==> src/rtl/spi_regfile_subnode_pkg.sv <==
// Shared definitions for the SPI register-file subnode: command layout,
// FSM states and address-map classification.
package spi_regfile_subnode_pkg;

    localparam int unsigned CMD_W      = 5;
    localparam int unsigned CMD_RD_BIT = 4;
    localparam int unsigned ADDR_W     = 4;

    typedef enum logic [2:0] {
        ST_IDLE,
        ST_CMD,
        ST_WR_DATA,
        ST_RD_DATA,
        ST_IGNORE
    } state_e;

    typedef enum logic [1:0] {
        AK_DATA,
        AK_MODE,
        AK_STATUS,
        AK_NONE
    } addr_kind_e;

    function automatic int unsigned max2(input int unsigned a, input int unsigned b);
        return (a > b) ? a : b;
    endfunction

    // Classify an address: data regs, then mode, then status words, then nothing
    function automatic addr_kind_e addr_kind(input logic [ADDR_W-1:0] a,
                                             input int unsigned       num_regs,
                                             input int unsigned       num_status);
        int unsigned ai;
        ai = 32'(a);
        if (ai < num_regs)               return AK_DATA;
        if (ai == num_regs)              return AK_MODE;
        if (ai <= num_regs + num_status) return AK_STATUS;
        return AK_NONE;
    endfunction

endpackage

==> src/rtl/spi_regfile_subnode_if.sv <==
// SPI pin bundle between the host (master) and the register-file subnode (slave).
interface spi_regfile_subnode_if;
    logic sck;
    logic csb;
    logic mosi;
    logic miso;

    modport master (output sck, output csb, output mosi, input miso);
    modport slave  (input sck, input csb, input mosi, output miso);
endinterface

==> src/rtl/spi_regfile_subnode_pin_sync.sv <==
// Two-flop synchronisers for the asynchronous SPI pins plus edge pulses
// derived from the synchronised sck and csb.
module spi_pin_sync (
    input  logic clk,
    input  logic rst_n,
    input  logic sck_pin,
    input  logic csb_pin,
    input  logic mosi_pin,
    output logic sck_rise,
    output logic sck_fall,
    output logic csb_sync,
    output logic csb_fall,
    output logic mosi_sync
);
    // [0],[1] are the synchroniser; [2] holds the previous synced value for edges
    logic [2:0] sck_q;
    logic [2:0] csb_q;
    logic [1:0] mosi_q;

    // Pin synchronisers; csb resets deselected so reset release is not a select
    always_ff @(posedge clk or negedge rst_n) begin
        if (!rst_n) begin
            sck_q  <= '0;
            csb_q  <= '1;
            mosi_q <= '0;
        end else begin
            sck_q  <= {sck_q[1:0], sck_pin};
            csb_q  <= {csb_q[1:0], csb_pin};
            mosi_q <= {mosi_q[0], mosi_pin};
        end
    end

    assign sck_rise  = sck_q[1] & ~sck_q[2];
    assign sck_fall  = ~sck_q[1] & sck_q[2];
    assign csb_sync  = csb_q[1];
    assign csb_fall  = ~csb_q[1] & csb_q[2];
    assign mosi_sync = mosi_q[1];

endmodule

==> src/rtl/spi_regfile_subnode.sv <==
// System-clocked SPI mode-0 subnode: writable data registers, a mode register
// and read-only status words, with burst auto-increment and atomic commits.
module spi_regfile_subnode
    import spi_regfile_subnode_pkg::*;
#(
    parameter int unsigned NUM_REGS     = 3,
    parameter int unsigned REG_WIDTH    = 128,
    parameter int unsigned NUM_STATUS   = 5,
    parameter int unsigned STATUS_WIDTH = 64,
    parameter int unsigned MODE_WIDTH   = 3
) (
    input  logic                               clk,
    input  logic                               rst_n,
    spi_regfile_subnode_if.slave               spi,
    output logic [NUM_REGS*REG_WIDTH-1:0]      regs_flat,
    output logic [NUM_REGS-1:0]                reg_wr_pulse,
    output logic [MODE_WIDTH-1:0]              operation_mode,
    output logic                               op_start,
    output logic                               cmd_err,
    input  logic [NUM_STATUS*STATUS_WIDTH-1:0] status_flat
);
    localparam int unsigned WR_W  = max2(REG_WIDTH, MODE_WIDTH);
    localparam int unsigned SH_W  = WR_W - 1;
    localparam int unsigned RD_W  = max2(WR_W, STATUS_WIDTH);
    localparam int unsigned CNT_W = $clog2(max2(RD_W, CMD_W));

    localparam logic [CNT_W-1:0]  CMD_LAST     = CNT_W'(CMD_W - 1);
    localparam logic [CNT_W-1:0]  DATA_LAST    = CNT_W'(REG_WIDTH - 1);
    localparam logic [CNT_W-1:0]  MODE_LAST    = CNT_W'(MODE_WIDTH - 1);
    localparam logic [CNT_W-1:0]  STAT_LAST    = CNT_W'(STATUS_WIDTH - 1);
    localparam logic [ADDR_W-1:0] LAST_DATA    = ADDR_W'(NUM_REGS - 1);
    localparam logic [ADDR_W-1:0] FIRST_STATUS = ADDR_W'(NUM_REGS + 1);
    localparam logic [ADDR_W-1:0] LAST_STATUS  = ADDR_W'(NUM_REGS + NUM_STATUS);

    logic sck_rise, sck_fall, csb_sync, csb_fall, mosi_sync;

    state_e                 state;
    logic [CMD_W-2:0]       cmd_sr;
    logic [CNT_W-1:0]       bit_cnt;
    logic [ADDR_W-1:0]      addr;
    logic [SH_W-1:0]        shadow;
    logic [RD_W-1:0]        rd_sr;
    logic [REG_WIDTH-1:0]   regs_q [NUM_REGS];
    logic                   mode_seen;
    logic                   miso_q;

    logic [CMD_W-1:0]       cmd_word;
    logic                   dec_rd, dec_legal, mode_commit;
    logic [ADDR_W-1:0]      dec_addr, next_addr, sel_addr;
    addr_kind_e             dec_kind, cur_kind, sel_kind;
    logic [CNT_W-1:0]       sel_last;
    logic [RD_W-1:0]        sel_snap;
    logic [WR_W-1:0]        wr_word;

    spi_pin_sync u_pin_sync (
        .clk       (clk),
        .rst_n     (rst_n),
        .sck_pin   (spi.sck),
        .csb_pin   (spi.csb),
        .mosi_pin  (spi.mosi),
        .sck_rise  (sck_rise),
        .sck_fall  (sck_fall),
        .csb_sync  (csb_sync),
        .csb_fall  (csb_fall),
        .mosi_sync (mosi_sync)
    );

    assign spi.miso = miso_q;

    // Command decode, auto-increment target and the word snapshot for the next target
    always_comb begin
        cmd_word  = {cmd_sr, mosi_sync};
        dec_rd    = cmd_word[CMD_RD_BIT];
        dec_addr  = cmd_word[ADDR_W-1:0];
        dec_kind  = addr_kind(dec_addr, NUM_REGS, NUM_STATUS);
        dec_legal = (dec_kind != AK_NONE) && (dec_rd || (dec_kind != AK_STATUS));
        cur_kind  = addr_kind(addr, NUM_REGS, NUM_STATUS);
        wr_word   = {shadow, mosi_sync};

        case (cur_kind)
            AK_DATA:   next_addr = (addr == LAST_DATA) ? '0 : addr + ADDR_W'(1);
            AK_STATUS: next_addr = (addr == LAST_STATUS) ? FIRST_STATUS : addr + ADDR_W'(1);
            default:   next_addr = addr;
        endcase

        // In CMD the decoded address is loaded; otherwise the word boundary target
        sel_addr = (state == ST_CMD) ? dec_addr : next_addr;
        sel_kind = addr_kind(sel_addr, NUM_REGS, NUM_STATUS);
        sel_last = '0;
        sel_snap = '0;
        case (sel_kind)
            AK_DATA: begin
                sel_last = DATA_LAST;
                for (int unsigned i = 0; i < NUM_REGS; i++)
                    if (sel_addr == ADDR_W'(i)) sel_snap[RD_W-1 -: REG_WIDTH] = regs_q[i];
            end
            AK_MODE: begin
                sel_last = MODE_LAST;
                sel_snap[RD_W-1 -: MODE_WIDTH] = operation_mode;
            end
            AK_STATUS: begin
                sel_last = STAT_LAST;
                for (int unsigned i = 0; i < NUM_STATUS; i++)
                    if (sel_addr == ADDR_W'(NUM_REGS + 1 + i))
                        sel_snap[RD_W-1 -: STATUS_WIDTH] = status_flat[i*STATUS_WIDTH +: STATUS_WIDTH];
            end
            default: ;
        endcase

        mode_commit = (state == ST_WR_DATA) && sck_rise && (bit_cnt == '0) && (cur_kind == AK_MODE);
    end

    // Flatten the register array onto the output bus
    always_comb begin
        regs_flat = '0;
        for (int unsigned i = 0; i < NUM_REGS; i++)
            regs_flat[i*REG_WIDTH +: REG_WIDTH] = regs_q[i];
    end

    // Transaction FSM: command shift, word shift/commit, readout and csb abort
    always_ff @(posedge clk or negedge rst_n) begin
        if (!rst_n) begin
            state          <= ST_IDLE;
            cmd_sr         <= '0;
            bit_cnt        <= '0;
            addr           <= '0;
            shadow         <= '0;
            rd_sr          <= '0;
            regs_q         <= '{default: '0};
            operation_mode <= '0;
            reg_wr_pulse   <= '0;
            op_start       <= 1'b0;
            cmd_err        <= 1'b0;
            mode_seen      <= 1'b0;
            miso_q         <= 1'b1;
        end else begin
            reg_wr_pulse <= '0;
            op_start     <= 1'b0;
            case (state)
                ST_IDLE: begin
                    miso_q <= 1'b1;
                    if (csb_fall) begin
                        state     <= ST_CMD;
                        cmd_sr    <= '0;
                        bit_cnt   <= CMD_LAST;
                        mode_seen <= 1'b0;
                    end
                end
                ST_CMD: begin
                    if (sck_rise) begin
                        cmd_sr  <= cmd_word[CMD_W-2:0];
                        bit_cnt <= bit_cnt - CNT_W'(1);
                        if (bit_cnt == '0) begin
                            addr <= dec_addr;
                            if (!dec_legal) begin
                                state   <= ST_IGNORE;
                                cmd_err <= 1'b1;
                            end else if (dec_rd) begin
                                state   <= ST_RD_DATA;
                                cmd_err <= 1'b0;
                                rd_sr   <= sel_snap;
                                bit_cnt <= sel_last;
                            end else begin
                                state   <= ST_WR_DATA;
                                cmd_err <= 1'b0;
                                shadow  <= '0;
                                bit_cnt <= sel_last;
                            end
                        end
                    end
                end
                ST_WR_DATA: begin
                    if (sck_rise) begin
                        shadow  <= wr_word[SH_W-1:0];
                        bit_cnt <= bit_cnt - CNT_W'(1);
                        if (bit_cnt == '0) begin
                            if (cur_kind == AK_MODE) begin
                                operation_mode <= wr_word[MODE_WIDTH-1:0];
                                mode_seen      <= 1'b1;
                            end else begin
                                for (int unsigned i = 0; i < NUM_REGS; i++) begin
                                    if (addr == ADDR_W'(i)) begin
                                        regs_q[i]       <= wr_word[REG_WIDTH-1:0];
                                        reg_wr_pulse[i] <= 1'b1;
                                    end
                                end
                            end
                            addr    <= next_addr;
                            bit_cnt <= sel_last;
                        end
                    end
                end
                ST_RD_DATA: begin
                    if (sck_fall) begin
                        miso_q <= rd_sr[RD_W-1];
                        rd_sr  <= {rd_sr[RD_W-2:0], 1'b0};
                    end
                    if (sck_rise) begin
                        bit_cnt <= bit_cnt - CNT_W'(1);
                        if (bit_cnt == '0) begin
                            addr    <= next_addr;
                            rd_sr   <= sel_snap;
                            bit_cnt <= sel_last;
                        end
                    end
                end
                ST_IGNORE: miso_q <= 1'b1;
                default:   state  <= ST_IDLE;
            endcase

            // Deselect overrides the state update above, after any same-clk commit
            if (csb_sync) begin
                state     <= ST_IDLE;
                miso_q    <= 1'b1;
                mode_seen <= 1'b0;
                if (state != ST_IDLE) op_start <= mode_seen | mode_commit;
            end
        end
    end

endmodule
==> src/flat_wrapper.sv <==
// flat-port wrapper written by rule: the top's interface ports become plain ports
module spi_regfile_subnode_flat import spi_regfile_subnode_pkg::*;
#(
    parameter int unsigned NUM_REGS     = 3,
    parameter int unsigned REG_WIDTH    = 128,
    parameter int unsigned NUM_STATUS   = 5,
    parameter int unsigned STATUS_WIDTH = 64,
    parameter int unsigned MODE_WIDTH   = 3
)
  (clk, rst_n, regs_flat, reg_wr_pulse, operation_mode, op_start, cmd_err, status_flat, spi_sck, spi_csb, spi_mosi, spi_miso);
  spi_regfile_subnode_if spi_i ();
  input  logic clk;
  input  logic rst_n;
  output logic [NUM_REGS*REG_WIDTH-1:0] regs_flat;
  output logic [NUM_REGS-1:0] reg_wr_pulse;
  output logic [MODE_WIDTH-1:0] operation_mode;
  output logic op_start;
  output logic cmd_err;
  input  logic [NUM_STATUS*STATUS_WIDTH-1:0] status_flat;
  input wire logic [$bits(spi_i.sck)-1:0] spi_sck;
  input wire logic [$bits(spi_i.csb)-1:0] spi_csb;
  input wire logic [$bits(spi_i.mosi)-1:0] spi_mosi;
  output wire logic [$bits(spi_i.miso)-1:0] spi_miso;
  assign spi_i.sck = spi_sck;
  assign spi_i.csb = spi_csb;
  assign spi_i.mosi = spi_mosi;
  assign spi_miso = spi_i.miso;
  spi_regfile_subnode #(.NUM_REGS(NUM_REGS), .REG_WIDTH(REG_WIDTH), .NUM_STATUS(NUM_STATUS), .STATUS_WIDTH(STATUS_WIDTH), .MODE_WIDTH(MODE_WIDTH)) u_core (.clk(clk), .rst_n(rst_n), .spi(spi_i), .regs_flat(regs_flat), .reg_wr_pulse(reg_wr_pulse), .operation_mode(operation_mode), .op_start(op_start), .cmd_err(cmd_err), .status_flat(status_flat));
endmodule
==> config.mk <==
export PLATFORM = sky130hd
export DESIGN_NAME = spi_regfile_subnode_flat
export DESIGN_NICKNAME = d
export VERILOG_FILES = /design/src/rtl/spi_regfile_subnode_pkg.sv /design/src/rtl/spi_regfile_subnode_if.sv /design/src/rtl/spi_regfile_subnode_pin_sync.sv /design/src/rtl/spi_regfile_subnode.sv /design/src/flat_wrapper.sv
export SDC_FILE = /design/constraint.sdc
export NUM_CORES = 1
export LEC_CHECK = 0
export CAP_MARGIN = 20
export CELL_PAD_IN_SITES_DETAIL_PLACEMENT = 2
export CELL_PAD_IN_SITES_GLOBAL_PLACEMENT = 2
export CORE_AREA = 2 2 325 327
export DETAILED_ROUTE_END_ITERATION = 8
export DIE_AREA = 0 0 327 329
export DONT_BUFFER_PORTS = 1
export GPL_TIMING_DRIVEN = 0
export PLACE_DENSITY_LB_ADDON = 0.15
export RECOVER_POWER = 100
export SYNTH_ARGS = -nofsm -noshare
export SYNTH_HDL_FRONTEND = slang
export SYNTH_SLANG_ARGS = --single-unit
==> constraint.sdc <==
create_clock -name clk -period 4 [get_ports clk]
set_clock_uncertainty 0.2 [all_clocks]
set_input_delay 1 -clock clk [delete_from_list [all_inputs] [get_ports clk]]
set_output_delay 1 -clock clk [all_outputs]
set_load 0.01 [all_outputs]
==> results.json <==
{
  "finalSetupViolCount": 0,
  "timing.critical_path.slowest_cell_delay_ns": 0.53,
  "synth_top_cell_area_share": 0.543,
  "reg2reg_setup_slack_ns": 0.18,
  "total_switching_power_uw": 3880,
  "worst-r2r-cell-count": 12,
  "cts_tree": "built",
  "dieArea_sq_um": 108000,
  "via_count": 24100,
  "startpoint_type": "flop",
  "dr.first_iter.drc_count": 1964,
  "antenna_found_initial": 20,
  "worstPathRequired_ns": 4.29,
  "cp_top_family": "compound AO/OA/AOI/OAI gates",
  "max_slew.worst_pin.slew_ns": 2.98,
  "place_hpwl_um": 103000,
  "switching_share": 0.245,
  "y_dimension_of_the_die_um": 329,
  "internal_power_uw": 12000,
  "syn-instance-count": 2441,
  "detail_route.wl_per_cell_um": 35.1,
  "cp_slowest_cell": "sky130_fd_sc_hd__a221oi_1",
  "period_share": 0.956,
  "synth_warnings": 0,
  "grt_first_pass_wirelength_um": 201000,
  "ios": 718,
  "cp.arrival_ns": 4.12,
  "worst_setup_path_startpoint": "u_core.addr[0]",
  "firstDrtPassIters": 6,
  "r2r_start": "u_core.addr[0]",
  "layout.cells.most_common_list": "sky130_fd_sc_hd__dfrtp_1 (671), sky130_fd_sc_hd__mux2_2 (346), sky130_fd_sc_hd__a22o_1 (253)",
  "synth_area_sq_um": 30900,
  "postSynthAreaPerCell_sq_um": 12.7,
  "cp_num_buf_inv": 4,
  "mappedNetlistNets": 2771,
  "fin_ws_ns": 0.175,
  "layout.cell_area.non_filler_sq_um": 36000,
  "max_freq_mhz": 261,
  "placedInstanceArea_sq_um": 32900,
  "cts.sinks": 675,
  "final_util": 0.345,
  "final_common_cell": "sky130_fd_sc_hd__dfrtp_1",
  "width_of_the_die_um": 327,
  "final-max-slew-violation-count": 590,
  "nFillCells": 10800,
  "pwr-share-seq": 0.439,
  "final_layout_size_suffix_gt1_frac": 0.248,
  "timing_worst_setup_path_type": "reg2reg",
  "timing.slew.headroom": -0.985,
  "maxCapViolations": 0,
  "place.gp.congestion": 0.880,
  "post-synth-top-area-cell": "sky130_fd_sc_hd__dfrtp_1",
  "place_worst_setup_slack_ns": -0.448,
  "post_synth_num_cell_types": 69,
  "status": "finished, violations left",
  "floorplan.initialDensity": 0.296,
  "synth_async_sr_flop_share": 1.00,
  "max-vdd-ir-drop_uv": 314,
  "global_route_total_usage_across_every_layer": 0.256,
  "ys_dominant_reg_cell": "sky130_fd_sc_hd__dfrtp_1",
  "floorplan.rows": 119,
  "viasPerCell": 6.00,
  "clock_tree.buffer_depth": 3,
  "p_leak_uw": 0.0165,
  "clk_transition_reported_paths_ns": 0.06,
  "grt-ovfl-total": 0,
  "hold_violations": 30,
  "flow.area_growth_from_synthesis_pct": 16.6,
  "power_per_cell_area_nw_per_um2": 440,
  "cts-root-buf": "sky130_fd_sc_hd__clkbuf_16",
  "pwr-share-clk": 0.498,
  "power.share.combinational": 0.062,
  "crit-reg2reg-capture": "u_core.rd_sr[115]",
  "worstSetupEndpointType": "flop",
  "numCtsBuffers": 81,
  "synth-seq-area-share": 0.547,
  "detail_route.drc_violations": 0,
  "first_global_vias": 25900,
  "hold_wc_path_type": "in2async",
  "core_sq_um": 104000,
  "final.hold.worst_slack_ns": -0.151,
  "rsz0062_at_grt": "yes",
  "finalCriticalPeriod_ns": 3.82,
  "postRouteAntennaNets": 0,
  "critical_path.max_fanout": 10,
  "cts_max_level": 3,
  "ys_seq_elements": 675,
  "wirelength_um": 141000,
  "final_net_count": 2877,
  "worstPathCellList": "inv_1 -> ha_1 -> nand2b_1 -> a31o_2 -> or2_1 -> buf_6 -> a32o_1 -> clkbuf_1 -> buf_2 -> a22o_1 -> a221oi_1 -> o211ai_1",
  "finalPower_uw": 15800,
  "port_buffers": 0,
  "failed_checks": "hold timing, slew limit",
  "synth_enable_flop_cells": 0,
  "grt_max_degree": 676,
  "worst_skew_pair.late_latency_ns": 0.67,
  "ys_top_cells_by_area": "sky130_fd_sc_hd__dfrtp_1 (54%), sky130_fd_sc_hd__mux2_2 (13%), sky130_fd_sc_hd__a22o_1 (7.2%)"
}
[flip-flops by register name, indices dropped and copies added (netlist names), 4 cells and up]
signal	cells
u_core.regs_flat	384
u_core.rd_sr	128
u_core.shadow	127
u_core.bit_cnt	7
u_core.addr	4
u_core.cmd_sr	4
[cell usage after synthesis (all sizes together) (2+ instances only)]
cell type,n
a31o,15
mux2,387
o31a,4
buf,93
mux2i,6
nor4bb,2
dfrtp,671
a22o,253
nand3,30
a221oi,90
a21o,62
o21ai,108
o221ai,60
ha,5
nor2b,9
or3,2
a21oi,26
nand2,50
a32o,61
o211ai,62
a21boi,2
dfstp,4
nor2,33
a22oi,118
o22ai,14
o31ai,12
clkbuf,147
inv,9
nand2b,9
and3,4
a2111oi,3
and2,8
or2,2
nand4,4
nor3,13
nand3b,4
a31oi,9
a222oi,33
[routing by layer]
layer,vias to the layer above,share of wire,global-route usage
met2,895,0.47,0.407
met3,228,0.088,0.0900
met4,22,0.036,0.0904
li1,9959,-,-
met5,-,0.00098,0
met1,13000,0.41,0.323
[stage by stage]
stage | TNS, ns | cells
finish | 0 | 4015
detailed placement | -51.61 | 3843
floorplan | 0 | 2441
global route | -0.0357 | 4006
global placement | -192.66 | 3832
CTS | 0 | 4002
[cell type report]
type	instances	area (sq um)	area share
clock inverters	33	473	0.0131
multi-input cells	1517	13100	0.363
flip-flops and latches	675	16900	0.469
well taps	1391	1740	0.0483
clock buffers	115	2360	0.0654
plain buffers	240	1110	0.0308
inverters	9	33.8	0.000938
repair buffers	23	314	0.00872
diodes	12	30.0	0.000833
[kinds of logic after synthesis]
group                    synth area share
XOR/XNOR                         0.000283
AND/OR/NAND/NOR                    0.0280
multiplexers                        0.143
flip-flops                          0.547
buffers and inverters              0.0347
adder cells (fa/ha/maj)           0.00202
AO/OA/AOI/OAI                       0.246
[power groups by stage]
stage / Combinational (uW) / Sequential (uW) / Clock, uW
3_3_place_gp: 889 / 7070 / 0
2_1_floorplan: 528 / 7060 / 0
3_5_place_dp: 929 / 7080 / 0
6_report: 986 / 6960 / 7890
5_1_grt: 1040 / 6960 / 8360
4_1_cts: 971 / 6950 / 8110
[how the worst max path moves through the flow]
stage	to	depth (start not counted)
floorplan	u_core.rd_sr[100]	12
global placement	u_core.rd_sr[126]	9
detailed placement	u_core.rd_sr[118]	11
CTS	u_core.rd_sr[126]	10
global route	u_core.rd_sr[104]	11
finish	u_core.rd_sr[115]	12
[timing repair]
action / CTS / global route
buffers inserted: 11 / 1
endpoints found under the hold margin: 671 / 528
pin swaps: 5 / 0
gates resized for setup: 30 / 35
endpoints found under the setup margin: 426 / 455
Power figures use the tool's default switching activity.
